<file path="config.mk">
export PLATFORM = sky130hd
export DESIGN_NAME = mem_arbiter
export DESIGN_NICKNAME = d
export VERILOG_FILES = /design/src/rtl/mem_arbiter.sv
export SDC_FILE = /design/constraint.sdc
export NUM_CORES = 1
export LEC_CHECK = 0
export ABC_CLOCK_PERIOD_IN_PS = 3500
export CAP_MARGIN = 0
export CORE_AREA = 2 2 146 148
export CTS_CLUSTER_SIZE = 28
export DETAILED_ROUTE_END_ITERATION = 12
export DIE_AREA = 0 0 148 150
export GPL_ROUTABILITY_DRIVEN = 0
export GPL_TIMING_DRIVEN = 0
export HOLD_SLACK_MARGIN = 0.15
export PLACE_DENSITY_LB_ADDON = 0.2
export SYNTH_ARGS = -nofsm -noshare
export SYNTH_HDL_FRONTEND = slang
export SYNTH_SLANG_ARGS = --single-unit
</file>
<file path="constraint.sdc">
create_clock -name clk_in -period 3.5 [get_ports clk_in]
set_input_delay 0.875 -clock clk_in [delete_from_list [all_inputs] [get_ports clk_in]]
set_output_delay 0.875 -clock clk_in [all_outputs]
set_load 0.05 [all_outputs]
</file>
<file path="src/rtl/mem_arbiter.sv">
// mem_arbiter
//   Arbitrates the three memory requesters (ICache fetch, LSB load, LSB store)
//   onto a single byte-serial memory controller. One request is served at a
//   time: IDLE -> ISSUE (one-cycle enable) -> WAIT (controller done) ->
//   RESP (done pulse to the winner) -> IDLE.
//
// Ports
//   clk_in, rst_in (sync, active-low), rdy_in (global hold), clear (flush),
//   io_buffer_full (IO back-pressure, gates eligibility in IDLE only)
//   ic_*  : fetch request/address in, done pulse and fetched word out
//   ld_*  : load request/address/length in, done pulse and zero-extended data out
//   st_*  : store request/address/data/length in, done pulse out
//   mc_*  : controller enables and operands out, controller done/data in
//   busy_o, grant_o (0 none, 1 ic, 2 ld, 3 st)
//
// Optional build macro MEM_ARB_STATS_EN adds stat_ic_o, stat_ld_o, stat_st_o
// (completed transactions per requester) and stat_stall_o (IDLE cycles with a
// request held back by io_buffer_full).

module mem_arbiter #(
  parameter int unsigned STARVE_LIMIT = 3,
  parameter logic [31:0] IO_BASE      = 32'h00030000
) (
  input  logic        clk_in,
  input  logic        rst_in,
  input  logic        rdy_in,
  input  logic        clear,
  input  logic        io_buffer_full,
  input  logic        ic_req_i,
  input  logic [31:0] ic_addr_i,
  output logic        ic_done_o,
  output logic [31:0] ic_data_o,
  input  logic        ld_req_i,
  input  logic [31:0] ld_addr_i,
  input  logic [2:0]  ld_len_i,
  output logic        ld_done_o,
  output logic [31:0] ld_data_o,
  input  logic        st_req_i,
  input  logic [31:0] st_addr_i,
  input  logic [31:0] st_data_i,
  input  logic [2:0]  st_len_i,
  output logic        st_done_o,
  output logic        mc_w_en_o,
  output logic        mc_r_en_o,
  output logic        mc_ic_en_o,
  output logic [31:0] mc_addr_o,
  output logic [31:0] mc_val_o,
  output logic [31:0] mc_len_o,
  input  logic        mc_lsb_done_i,
  input  logic [31:0] mc_lsb_data_i,
  input  logic        mc_ic_done_i,
  input  logic [31:0] mc_ic_data_i,
  output logic        busy_o,
  output logic [1:0]  grant_o
`ifdef MEM_ARB_STATS_EN
  ,
  output logic [31:0] stat_ic_o,
  output logic [31:0] stat_ld_o,
  output logic [31:0] stat_st_o,
  output logic [31:0] stat_stall_o
`endif
);

  localparam logic [1:0] S_IDLE  = 2'd0;
  localparam logic [1:0] S_ISSUE = 2'd1;
  localparam logic [1:0] S_WAIT  = 2'd2;
  localparam logic [1:0] S_RESP  = 2'd3;

  localparam logic [1:0] G_NONE = 2'd0;
  localparam logic [1:0] G_IC   = 2'd1;
  localparam logic [1:0] G_LD   = 2'd2;
  localparam logic [1:0] G_ST   = 2'd3;

  localparam int unsigned CW = (STARVE_LIMIT < 1) ? 1 : $clog2(STARVE_LIMIT + 1);
  localparam logic [CW-1:0] STARVE_MAX = CW'(STARVE_LIMIT);

  logic [1:0]    r_state;
  logic [1:0]    r_grant;
  logic [CW-1:0] r_starve;
  logic [31:0]   r_addr;
  logic [31:0]   r_val;
  logic [31:0]   r_len;
  logic          r_ic_done;
  logic          r_ld_done;
  logic          r_st_done;
  logic [31:0]   r_ic_data;
  logic [31:0]   r_ld_data;

  logic          w_st_io;
  logic          w_ld_io;
  logic          w_st_ok;
  logic          w_ld_ok;
  logic          w_ic_force;
  logic          w_abort;
  logic          w_mc_done;
  logic [1:0]    w_pick;
  logic [31:0]   w_ld_masked;

  // A request into IO space is held back while the IO buffer is full.
  assign w_st_io    = (st_addr_i >= IO_BASE);
  assign w_ld_io    = (ld_addr_i >= IO_BASE);
  assign w_st_ok    = st_req_i && !(w_st_io && io_buffer_full);
  assign w_ld_ok    = ld_req_i && !(w_ld_io && io_buffer_full);
  assign w_ic_force = ic_req_i && (r_starve == STARVE_MAX);

  // Stores are never aborted by a flush: they are architecturally committed.
  assign w_abort   = clear && (r_grant != G_ST);
  assign w_mc_done = (r_grant == G_IC) ? mc_ic_done_i : mc_lsb_done_i;

  // Arbitration: store > load > fetch, unless fetch has been starved long
  // enough, in which case it jumps the queue. A flush blocks new grants.
  always_comb begin
    w_pick = G_NONE;
    if (clear) w_pick = G_NONE;
    else if (w_ic_force) w_pick = G_IC;
    else if (w_st_ok) w_pick = G_ST;
    else if (w_ld_ok) w_pick = G_LD;
    else if (ic_req_i) w_pick = G_IC;
  end

  // Narrow loads are returned zero-extended regardless of what the
  // controller leaves in the upper bytes.
  always_comb begin
    w_ld_masked = mc_lsb_data_i;
    case (r_len[2:0])
      3'd1:    w_ld_masked = {24'b0, mc_lsb_data_i[7:0]};
      3'd2:    w_ld_masked = {16'b0, mc_lsb_data_i[15:0]};
      default: w_ld_masked = mc_lsb_data_i;
    endcase
  end

  // Main transaction FSM, operand latches, done pulses and starvation counter.
  always_ff @(posedge clk_in) begin
    if (!rst_in) begin
      r_state   <= S_IDLE;
      r_grant   <= G_NONE;
      r_starve  <= '0;
      r_addr    <= '0;
      r_val     <= '0;
      r_len     <= '0;
      r_ic_done <= 1'b0;
      r_ld_done <= 1'b0;
      r_st_done <= 1'b0;
      r_ic_data <= '0;
      r_ld_data <= '0;
    end else if (rdy_in) begin
      r_ic_done <= 1'b0;
      r_ld_done <= 1'b0;
      r_st_done <= 1'b0;
      case (r_state)
        S_IDLE: begin
          if (w_pick != G_NONE) begin
            r_grant <= w_pick;
            r_state <= S_ISSUE;
            case (w_pick)
              G_ST: begin
                r_addr <= st_addr_i;
                r_val  <= st_data_i;
                r_len  <= {29'b0, st_len_i};
              end
              G_LD: begin
                r_addr <= ld_addr_i;
                r_val  <= '0;
                r_len  <= {29'b0, ld_len_i};
              end
              default: begin
                r_addr <= ic_addr_i;
                r_val  <= '0;
                r_len  <= 32'd4;
              end
            endcase
            if (w_pick == G_IC) r_starve <= '0;
            else if (ic_req_i && (r_starve != STARVE_MAX)) r_starve <= r_starve + CW'(1);
          end
        end
        S_ISSUE: begin
          if (w_abort) begin
            r_state  <= S_IDLE;
            r_grant  <= G_NONE;
            r_starve <= '0;
          end else begin
            r_state <= S_WAIT;
          end
        end
        S_WAIT: begin
          if (w_abort) begin
            r_state  <= S_IDLE;
            r_grant  <= G_NONE;
            r_starve <= '0;
          end else if (w_mc_done) begin
            r_state <= S_RESP;
            case (r_grant)
              G_IC: begin
                r_ic_done <= 1'b1;
                r_ic_data <= mc_ic_data_i;
              end
              G_LD: begin
                r_ld_done <= 1'b1;
                r_ld_data <= w_ld_masked;
              end
              default: r_st_done <= 1'b1;
            endcase
          end
        end
        default: begin
          r_state <= S_IDLE;
          r_grant <= G_NONE;
          if (w_abort) r_starve <= '0;
        end
      endcase
      if (!ic_req_i) r_starve <= '0;
    end
  end

  // Enables are decoded from the ISSUE state so they last exactly one active
  // cycle; an abort in that cycle suppresses the enable so the controller
  // never starts a discarded operation.
  assign mc_w_en_o  = (r_state == S_ISSUE) && (r_grant == G_ST);
  assign mc_r_en_o  = (r_state == S_ISSUE) && (r_grant == G_LD) && !clear;
  assign mc_ic_en_o = (r_state == S_ISSUE) && (r_grant == G_IC) && !clear;

  assign mc_addr_o = r_addr;
  assign mc_val_o  = r_val;
  assign mc_len_o  = r_len;
  assign ic_done_o = r_ic_done;
  assign ic_data_o = r_ic_data;
  assign ld_done_o = r_ld_done;
  assign ld_data_o = r_ld_data;
  assign st_done_o = r_st_done;
  assign busy_o    = (r_state != S_IDLE);
  assign grant_o   = r_grant;

`ifdef MEM_ARB_STATS_EN
  logic [31:0] r_stat_ic;
  logic [31:0] r_stat_ld;
  logic [31:0] r_stat_st;
  logic [31:0] r_stat_stall;
  logic        w_held;

  assign w_held = io_buffer_full && ((st_req_i && w_st_io) || (ld_req_i && w_ld_io));

  // Statistics: completed transactions are counted while their done pulse is
  // visible; stalls are IDLE cycles where back-pressure hid a request.
  always_ff @(posedge clk_in) begin
    if (!rst_in) begin
      r_stat_ic    <= '0;
      r_stat_ld    <= '0;
      r_stat_st    <= '0;
      r_stat_stall <= '0;
    end else if (rdy_in) begin
      if (r_ic_done) r_stat_ic <= r_stat_ic + 32'd1;
      if (r_ld_done) r_stat_ld <= r_stat_ld + 32'd1;
      if (r_st_done) r_stat_st <= r_stat_st + 32'd1;
      if ((r_state == S_IDLE) && w_held) r_stat_stall <= r_stat_stall + 32'd1;
    end
  end

  assign stat_ic_o    = r_stat_ic;
  assign stat_ld_o    = r_stat_ld;
  assign stat_st_o    = r_stat_st;
  assign stat_stall_o = r_stat_stall;
`endif

endmodule

</file>
==> results.md, run 1 <==
- The average wire per standard cell is roughly 17 um.
- Max-cap violations in this run came to 0.
- Of all nets on the critical path, the largest fanout is 10.
- The static leakage is 3.90 nW.
- On the worst path, the slowest cell contributes a delay of 620 ps.
- The number of non-filler instances in the completed layout is 1451.
- The number of antenna diodes in the final layout is 0.
- Buffers added to address setup during post-CTS repair amount to 0.
- By startpoint and endpoint, the worst setup path is classified as primary input to flop.
- The sum of net half-perimeters after detailed placement is a little under 20 mm.
- The number of endpoints failing setup at the final stage is 0.
- The portion of synthesized area spent on multiplexers is 0.00776.
- The tree is rooted in a clkbuf_16.
- The average cell area after synthesis is 8.37 um^2.
- The starting density of the core is 0.312.
- The number of buffers and inverters on the critical path is 2.
- Of the total synthesized cell area, the portion taken by XOR and XNOR cells is 0.00136.
- Across all register-to-register paths, the minimum setup slack is 750 ps.
- The total power divided by cell area is about 390 mW/mm^2.
- The maximum number of pins on one net before global-route repair is 17.
- In this run the count of I/O pins placed on the die edge is 377.
- The synthesized cell area is 0.00645 mm^2.
- The minimum period implied by the final worst setup slack is 3240 ps.
- The number of nets in the layout is 1379.
- The number of cells produced by synthesis is 771.
- Of the total synthesized cell area, the portion taken by AND, OR, NAND and NOR gates is 0.158.
- Traced cell by cell, the critical path runs through clkdlybuf4s50_1 > or4_4 > o41ai_4 > a221oi_2 > nor2_2 > buf_2 > a31oi_1.
- The worst relative slew slack is 0.407.
- Input and output buffers added on the ports amount to about 350.
- The core region is 0.0207 mm^2.
- In this run, distinct cell masters in the synthesized netlist total 45.
- In this design, the largest share of critical-path delay is due to compound AO/OA/AOI/OAI gates.
- The post-detailed-route DRC marker count is 0.
- Across all hold checks on the routed design, the worst slack comes to 452 ps.
- The run finished with clean final reports.
- The die boundary width is 148 um.
- The main combinational cell family by area after synthesis is compound AO/OA/AOI/OAI gates.
- The longest clock path from root to sink contains 2 buffers.
- The number of rows created at floorplan is 53.
- The overall via count from detail_route is approximately 7200.
- The fraction of final layout cells with drive strength greater than 1 is 0.0816.
- The number of placed instances with taps included is 1419.
- Setup repair after global routing left no endpoint under its margin.
- The worst setup path is captured at a flop.
- Among all flip-flop cells after synthesis, the most frequent one is dfxtp_1.
- The die covers 0.0222 mm^2.
- The count of state elements after synthesis is 140.
- The detailed router finished its first iteration with 298 violations.
- Of the total synthesized cell area, the portion taken by full adders, half adders and majority gates is 0.0155.
- The compound-cell area share of the yosys netlist is 0.281.
- The via count of the first global-routing pass was 6898.
- The global router's overall resource usage is 0.217.
- The number of sinks driven by the clock tree is 140.
- The number of antenna violations at the first check in global routing is 0.
- Data on the critical path is required at its endpoint by about 3800 ps.
- At the pin with the least slew margin, the transition time is ~900 ps.
- The total count of hold-check failures in the final report was 0.
- The cell with the biggest individual delay on the critical path is o41ai_4.
- The number of flops mapped to enable cells by yosys is 0.
- The sequential-to-total area share from yosys stat is 0.434.
- Clock-pin slew was measured on the worst setup and hold paths at 70 ps.
- The clock latency of the later-clocked register in the worst-skew pair is 420 ps.
- The number of max-slew violations in the final report was 0.
- The number of warnings printed during yosys synthesis is 0.
- The portion of synthesized cell area occupied by the leading cell type is 0.434.
- In the finished design, the share of the clock period the worst path needs comes to 0.926.
- At the worst endpoint, the arrival time is ~3500 ps.
- The number of buffers added by the clock tree synthesis step is 17.
- The first global-routing pass estimated 37.9 mm of wire.
- After detailed routing, the total wire length is about 25 mm.
- The number of iterations in the first detailed-routing pass is 4.
- The startpoint class of the critical path is a primary input.
- Of all cell types, the one taking the most synthesized area is dfxtp_1.
- In this run, post-CTS hold repair placed 0 buffers.
- The async set or reset register ratio after synthesis is 0.
- The final global-route overflow total is 0.
- The count of nets left with antenna violations once routing finished came out at 0.
- TritonCTS built the clock tree.
- The maximum VDD drop is 0.000296 V.
- Using the TritonRoute via totals, the vias-per-cell ratio works out to a little under 5.
- The peak clock frequency supported by timing is approximately 0.31 GHz.
- The classification of the worst-slack hold path is flop to flop.
- After synthesis, the cell types taking the most area are dfxtp_1 43%, a21oi_1 7.8%, nand2_1 6.6%, o21ai_0 5.0%, a32oi_1 4.3%.
- For this run, the share of the core covered by cells in the final layout is 0.529.
- The die height is 150 um.
- The post-synthesis to final-layout area growth is 69.6%.
- The count of H-tree levels built during CTS is 4.
- Clock skew on the completed layout was measured at 12.2 ps.
-- metal layers --
metal | global-route usage | vias up | part of all wire
met5 | 0 | - | 0
met3 | 0.0625 | 26 | 0.082
met4 | 0.0648 | 0 | 0.019
li1 | - | 3562 | -
met1 | 0.260 | 3308 | 0.41
met2 | 0.378 | 285 | 0.49
-- registers in the layout (all words and copies together) (netlist names) --
register,count
ic_data_o,32
ld_data_o,32
mc_addr_o,32
mc_val_o,32
mc_len_o,3
grant_o,2
r_starve,2
r_state,2
ic_done_o,1
ld_done_o,1
st_done_o,1
-- stage by stage --
step	setup TNS, ps	instance area (um^2)	power (W)	worst slack, ps
finish	0	10900	0.00428	259
global route	0	10900	0.00445	38.4
CTS	0	10900	0.00433	51.9
detailed placement	-9210	10400	0.00256	-316
global placement	-6610	10400	0.00256	-226
floorplan	0	6560	0.00214	652
-- path summary, 6_finish.rpt --
check,start,cells past startpoint,to
max,st_addr_i[31],7,mc_addr_o[29]
min,ic_data_o[11],2,ic_data_o[11]
max reg2reg,r_state[0],10,mc_addr_o[29]
min reg2reg,ic_data_o[11],2,ic_data_o[11]
-- worst register-to-register path: cells and delay by family (launching register included) --
kind	cells	cell delay, ps
AOI/OAI and AO/OA	3	400
and+or+nand+nor	2	410
buffers and inverters	4	1210
DFF	1	340
adders and majority gates	1	320
-- timing repair --
action / 4_1_cts / 5_1_grt
endpoints found under the setup margin: 0 / 29
hold endpoints to repair: 0 / 0
gates resized for setup: 0 / 3
-- synthesized netlist by cell type (8+ instances only) --
cell      number
nor2_1         8
buf_4         34
dfxtp_1      140
nand4_1       32
o31ai_1       34
a32oi_1       32
buf_6         10
clkbuf_1      56
ha_1           8
a31oi_1       33
a21oi_1      101
inv_1         11
o21ai_0       65
nand3_1       26
nand2_1      113
-- layout make-up --
class                   count  area (um^2)
plain buffers             108          617
clock buffers              19          453
clock inverters            13          124
fillers                  1999         9750
inverters                  11         41.3
multi-input cells         540         3100
flip-flops and latches    140         2800
well taps                 275          344
repair buffers            345         3460
-- cells by family (layout without fill, tap and decap cells) --
logic type                 count (synthesis)  after routing
and+or+nand+nor                          212            212
other                                      1             29
muxes                                      5              5
buffers and inverters                    119            496
DFF                                      140            140
xor gates and xnor gates                   1              1
adders and majority gates                  8              8
AOI/OAI and AO/OA                        285            285
-- layout by cell type, fill, tap and decap left out, drive strengths merged, types with 29 or more instances in the layout --
cell,count
nand4,32
clkdlybuf4s50,343
dfxtp,140
conb,29
o31ai,34
buf,52
nand2,113
o21ai,65
a32oi,32
clkbuf,75
a21oi,101
a31oi,33
-- where the power goes --
part | leakage (nW) | switching [W] | internal, W
Sequential | 1.13 | 0.0000256 | 0.00163
Clock | 0.271 | 0.000785 | 0.000974
Combinational | 2.49 | 0.000480 | 0.000383
Total | 3.90 | 0.00129 | 0.00299
No activity file was read; power rests on OpenSTA's default activity.
==> run 2, diff against run 1 <==
Settings changed: GPL_TIMING_DRIVEN 0 to 1.
==> run 2 against run 1 <==
  * Final cell count fell by 5.7%
  * Die area did not move
  * Sequential power barely moved
  * Critical path type is now flop to primary output
  * Worst setup slack improved by 110 ps
  * Non-clock buffer count fell by 83
  * Via count fell by 4.8%
  * Clock skew fell by 2.2 ps
  * Flip-flop and latch count did not move
==> results.md, run 2 (same netlist as run 1, synthesis figures left out) <==
- The flow ran to the end, and the final reports show no timing, DRC or antenna violations.
- The first TritonRoute pass finished after 5 iterations.
- In the global route stage, overall resource usage came out at 0.205.
- The worst hold path begins at ld_data_o[30].
- Of the cells placed in the final design, the portion with a size suffix greater than 1 is 0.0668.
- In the final design database the tool counted 1296 nets.
- In this run the register-to-register setup slack is 1400 ps.
- The peak clock frequency supported by timing is 0.319 GHz.
- TritonCTS built the clock tree.
- The static leakage is ~3.7 nW.
- Across the VDD grid, the largest voltage drop is 0.000278 V.
- The library cells used most frequently in the layout, excluding fill and tap cells, are 345 x clkdlybuf4s50_1, 140 x dfxtp_1, 113 x nand2_1.
- Global routing finished with a remaining overflow of 0.
- The sum of net half-perimeters after detailed placement is 16.7 mm.
- The data required time at the worst endpoint is 2620 ps.
- In this run, post-CTS hold repair placed 0 buffers.
- Input and output buffers added on the ports amount to 347.
- The end of the worst hold path is ld_data_o[30].
- The area inside the core boundary is 0.0207 mm^2.
- In the finished design, the share of the clock period the worst path needs comes to 0.896.
- The maximum number of pins on one net before global-route repair is 49.
- The overall die area is 0.0222 mm^2.
- The cell count of the worst hold path is 2.
- The cell with the biggest individual delay on the critical path is clkdlybuf4s50_1.
- The number of primary I/O pins is 377.
- Measured in cells, the most critical reg-to-reg path has a length of 6.
- The clock slew seen by the registers of the worst setup and hold paths is 60 ps.
- The number of diodes is 0.
- The maximum clock insertion buffer count is 2.
- Summing all placed instances gives a cell area of between 0.01 and 0.015 mm^2.
- The number of rows created at floorplan is 53.
- The via count of the first global-routing pass is 6543.
- From synthesis to final layout, the design area changed by 65.3%.
- The die boundary width is 148 um.
- The worst hold-check slack is 451 ps.
- Setup repair after global routing left no endpoint under its margin.
- The number of antenna violations at the first check in global routing is 0.
- The most common cell after layout, fill and taps aside is clkdlybuf4s50_1.
- The number of setup buffers added after CTS is 0.
- For the pin with the worst max-slew slack, the measured transition is approximately 670 ps.
- The kind of capture point of the worst setup path is a primary output.
- Counting stages on the worst path, the most repeated cell is inv_1.
- The number of max-slew violations in the final report is 0.
- In this run the worst path has a maximum fanout of 7.
- The global-route wire length before repair is between 30 and 40 mm.
- The category of the most critical setup path is flop to primary output.
- For this configuration, the core starts out at a cell density of 0.312.
- In this run the critical register-to-register path is launched from grant_o[0].
- The minimum period implied by the final worst setup slack is between 3000 and 4000 ps.
- The total power of the final layout is 0.00434 W.
- The detailed router finished its first iteration with 275 violations.
- Summed over all layers, the routed wires come to 23.7 mm.
- The total power divided by cell area is 407 mW/mm^2.
- The total count of hold-check failures in the final report is 0.
- The clock latency of the later-clocked register in the worst-skew pair is 420 ps.
- The number of endpoints failing setup at the final stage is 0.
- The classification of the worst-slack hold path is flop to flop.
- Summing over every cut layer, the via total after detailed routing is 6834.
- Once layout is done, the placed cells without fillers occupy roughly 0.011 mm^2.
- The critical path goes through inv_1 > ha_1 > inv_1 > clkdlybuf4s50_1.
- CTS placed an instance of clkbuf_16 at the clock tree root.
- Measured against its own limit, the worst slew margin works out to 0.553.
- At the worst endpoint, the arrival time is about 2300 ps.
- The number of non-filler instances in the completed layout is 1368.
- The clock drives between 100 and 150 sinks.
- The worst setup skew after layout is 9.91 ps.
- The residual antenna-violating net count after detailed routing is 0.
- The number of gates resized after CTS was 0.
- The average wire per standard cell is around 17 um.
- The count of H-tree levels built during CTS is 4.
- In this design, the stage delay of the slowest critical-path cell is 930 ps.
- The post-detailed-route DRC marker count is 0.
- The per-cell via count in the routed design is between 4 and 5.
- STA classifies the critical path startpoint as a flop.
- Across the run, the number of max-cap violations was 0.
- Adding up every negative setup slack in the final design gives 0 ps.
- The number of buffers added by the clock tree synthesis step is 17.
- Including well taps, the total number of placed cells is 1336.
- The floorplan step set the die height to 150 um.
- The capturing point of the worst reg2reg path is ld_data_o[8].
==> run 2: cell types whose count changed in the layout (fill, tap and decap cells not counted), sizes merged, moves of 2 or more <==
cell	previous run	this run
clkbuf	75	19
buf	52	25
bufinv	0	2
clkdlybuf4s50	343	345
dlymetal6s2s	2	0
==> run 2: worst max path at each step <==
stage,from,to,slack (ps),cells after the start
after floorplan,ld_addr_i[29],mc_addr_o[2],650,6
after global placement,st_addr_i[21],r_starve[0],40,6
after detailed placement,st_addr_i[21],r_starve[0],50,6
after CTS,r_state[0],busy_o,340,4
after global routing,r_state[0],busy_o,260,4
final,r_state[0],busy_o,370,4
==> run 2: worst max-delay path: cells and delay by family, from the launching register on <==
family	cells	cell delay, ps
flip-flops	1	390
adder cells (fa/ha/maj)	1	300
buffers and inverters	3	1150
==> run 2: report_power, final <==
group | internal, W | total (W) | switching, W
Sequential | 0.00163 | 0.00166 | 0.0000255
Combinational | 0.000363 | 0.000831 | 0.000469
Clock | 0.00109 | 0.00185 | 0.000764
Total | 0.00309 | 0.00434 | 0.00126
==> run 2: stage by stage <==
| stage | setup slack (ps) | util |
|---|---|---|
| 6_report | 365 | 0.516 |
| 5_1_grt | 256 | 0.516 |
| 3_3_place_gp | 40.8 | 0.487 |
| 2_1_floorplan | 652 | - |
| 3_5_place_dp | 46.6 | 0.487 |
| 4_1_cts | 338 | 0.516 |
==> run 2: cell type report <==
type                            count  area, um^2
Sequential cell                   140        2800
Multi-Input combinational cell    540        3130
Inverter                           11        42.5
Clock buffer                       19         443
Clock inverter                     13         155
Fill cell                        2011       10000
Timing Repair Buffer              370        3750
Tap cell                          275         344
==> run 2: layer usage <==
metal	vias to the layer above	GRT usage	share of wire	wire length, um
met1	3151	0.251	0.42	9880
met4	0	0.0729	0.023	539
met2	268	0.338	0.48	11300
met3	34	0.0655	0.083	1970
met5	-	0	0	0
li1	3381	-	-	-
==> run 3, diff against run 2 <==
Settings changed: CTS_BUF_LIST set to sky130_fd_sc_hd__clkbuf_4 sky130_fd_sc_hd__clkbuf_8 sky130_fd_sc_hd__clkbuf_16.
==> run 3 against run 2 <==
  * Total power up 0.13%
  * Die area unchanged
  * Combinational power about the same
  * Core utilization about the same
  * Flip-flop and latch count unchanged
  * Clock power about the same
  * Non-clock buffer count unchanged
  * Fmax about the same
  * Highest routed layer unchanged
  * Largest cell class unchanged
  * Count of clock-buffer cells in the layout unchanged
  * Final cell count unchanged
  * Global-route usage unchanged
  * Critical endpoint unchanged
  * First-iteration DRC count unchanged
==> results.md, run 3 (same netlist as run 1, synthesis figures left out) <==
- STA classifies the critical path endpoint as a primary output.
- The worst hold-check slack is 451 ps.
- TritonCTS built the clock tree.
- Setup violations remaining at the end of the flow were counted as 0.
- The worst setup path is of the flop to primary output kind.
- The residual antenna-violating net count after detailed routing is 0.
- The run finished with clean final reports.
- The area inside the core boundary is 0.0207 mm^2.
- The die is 150 um tall.
- The setup TNS is 0 ps.
- In this run the horizontal extent of the chip is 148 um.
- The number of buffers and inverters on the critical path is 3.
- The number of antenna diodes in the final layout is 0.
- Using the TritonRoute via totals, the vias-per-cell ratio works out to 5.00.
- The number of antenna violations at the first check in global routing is 0.
- In the layout the commonest cells are 345 x clkdlybuf4s50_1, 140 x dfxtp_1, 113 x nand2_1.
- Buffers placed on the I/O ports in this run total approximately 350.
- Headroom to the max-slew limit came out at 0.553.
- The minimum period implied by the final worst setup slack is 3130 ps.
- The peak clock frequency supported by timing is 0.319 GHz.
- The delay of the slowest critical-path stage is between 900 and 1000 ps.
- Summed over all layers, the global routing overflow is 0.
- For the pin with the worst max-slew slack, the measured transition is 668 ps.
- VDD sags by at most 0.000278 V.
- Clock-pin slew was measured on the worst setup and hold paths at 60 ps.
- In this run the power density over the cells is about 400 mW/mm^2.
- The startpoint class of the critical path is a flop.
- The post-detailed-route DRC marker count is 0.
- In this run, post-CTS repair resized a total of 0 instances.
- Walking the worst path, the cells encountered are inv_1 > ha_1 > inv_1 > clkdlybuf4s50_1.
- Dividing the detail-routed wire length by the instance count gives 17.4 um.
- Setup repair after global routing left no endpoint under its margin.
- The via count of the first global-routing pass was around 6500.
- In this run the worst path has a maximum fanout of 7.
- Counting stages on the worst path, the most repeated cell is inv_1.
- The total count of hold-check failures in the final report is 0.
- The library cell used most frequently in the layout, excluding fill and tap cells, is clkdlybuf4s50_1.
- The data required time at the worst endpoint is 2620 ps.
- The static leakage is 3.69 nW.
- The fraction of final layout cells with drive strength greater than 1 is 0.0677.
- The post-detailed-routing wire length is 23.7 mm.
- The number of iterations in the first detailed-routing pass is 5.
- The starting density of the core is 0.312.
- The number of primary I/O pins is between 300 and 400.
- Dividing the final minimum period by the clock period gives 0.895.
- Clock tree synthesis found a total of 140 sinks.
- Across every metal layer, demand over resource in global routing totals 0.205.
- The cell sitting at the root of the clock tree is a clkbuf_16.
- Entering global routing, the biggest net connects 49 pins.
- The number of max-cap violations is 0.
- The count of H-tree levels built during CTS is 4.
- Hold repair after CTS inserted 0 buffers.
- Compared with the post-synthesis result, the final layout area differs by 65.4%.
- The clock arrives with 9.91 ps of skew.
- Data arrives at the worst endpoint at 2260 ps.
- The die covers 0.0222 mm^2.
- The maximum clock insertion buffer count is 2.
- The sum of net half-perimeters after detailed placement is approximately 17 mm.
- The later pin in the worst-skew pair is clocked with a latency of 420 ps.
- The post-CTS setup repair buffer count is 0.
- The cell with the biggest individual delay on the critical path is clkdlybuf4s50_1.
- The final layout contains between 1000 and 1500 nets.
- The DRC marker count from the first detailed-route iteration is roughly 280.
- The number of max-slew violations in the final report came to 0.
- The path class of the tightest hold or removal check is flop to flop.
- Buffers inserted during clock tree synthesis total 17.
- The layout has 2012 filler cells.
- The first global-routing pass estimated 36.1 mm of wire.
- Grouping stages by cell kind, the critical path spends the most delay in buffers and inverters.
- The overall via count from detail_route is 6834.
- The floorplan has 53 rows.
[run 3: cell counts in the layout (fill, tap and decap cells not counted)]
Identical to the previous run, type by type.
[run 3: report_power, final]
group	total (W)	leakage, nW	switching [W]	internal, W
clock	0.00186	0.287	0.000762	0.00110
combinational	0.000831	2.27	0.000469	0.000363
sequential	0.00166	1.13	0.0000255	0.00163
total	0.00435	3.69	0.00126	0.00309
[run 3: final timing paths]
check             cells after the start             to           from  slack [ps]
setup reg to reg                      6   ld_data_o[8]     grant_o[0]        1400
hold / removal                        2  ld_data_o[30]  ld_data_o[30]         450
hold reg to reg                       2  ld_data_o[30]  ld_data_o[30]         450
setup / recovery                      4         busy_o     r_state[0]         370
[run 3: worst min-delay path, delay by kind of cell (launching register included)]
kind               cells  cell delay (ps)
AOI/OAI and AO/OA      1               50
and+or+nand+nor        1               50
DFF                    1              310
[run 3: final cells by class]
cell class / count / area (um^2) / area share
Clock buffer: 19 / 447 / 0.0419
Clock inverter: 13 / 155 / 0.0145
Inverter: 11 / 42.5 / 0.00399
Multi-Input combinational cell: 540 / 3130 / 0.293
Sequential cell: 140 / 2800 / 0.263
Tap cell: 275 / 344 / 0.0322
Timing Repair Buffer: 370 / 3750 / 0.352
[run 3: metal layers]
| metal | part of all wire | GRT usage | vias up |
|---|---|---|---|
| met5 | 0 | 0 | - |
| met4 | 0.023 | 0.0729 | 0 |
| met3 | 0.083 | 0.0655 | 34 |
| met2 | 0.48 | 0.338 | 270 |
| met1 | 0.42 | 0.251 | 3150 |
| li1 | - | - | 3380 |
[run 3: through the flow]
| stage | setup WS (ps) | cells | utilization | instance area (um^2) | total power (W) |
|---|---|---|---|---|---|
| finish | 367 | 1368 | 0.516 | 10700 | 0.00435 |
| global route | 256 | 1368 | 0.516 | 10700 | 0.00451 |
| CTS | 338 | 1368 | 0.516 | 10700 | 0.00440 |
| detailed placement | 46.6 | 1336 | 0.487 | 10100 | 0.00252 |
| global placement | 40.8 | 1336 | 0.487 | 10100 | 0.00253 |
| floorplan | 652 | 799 | - | 6560 | 0.00214 |
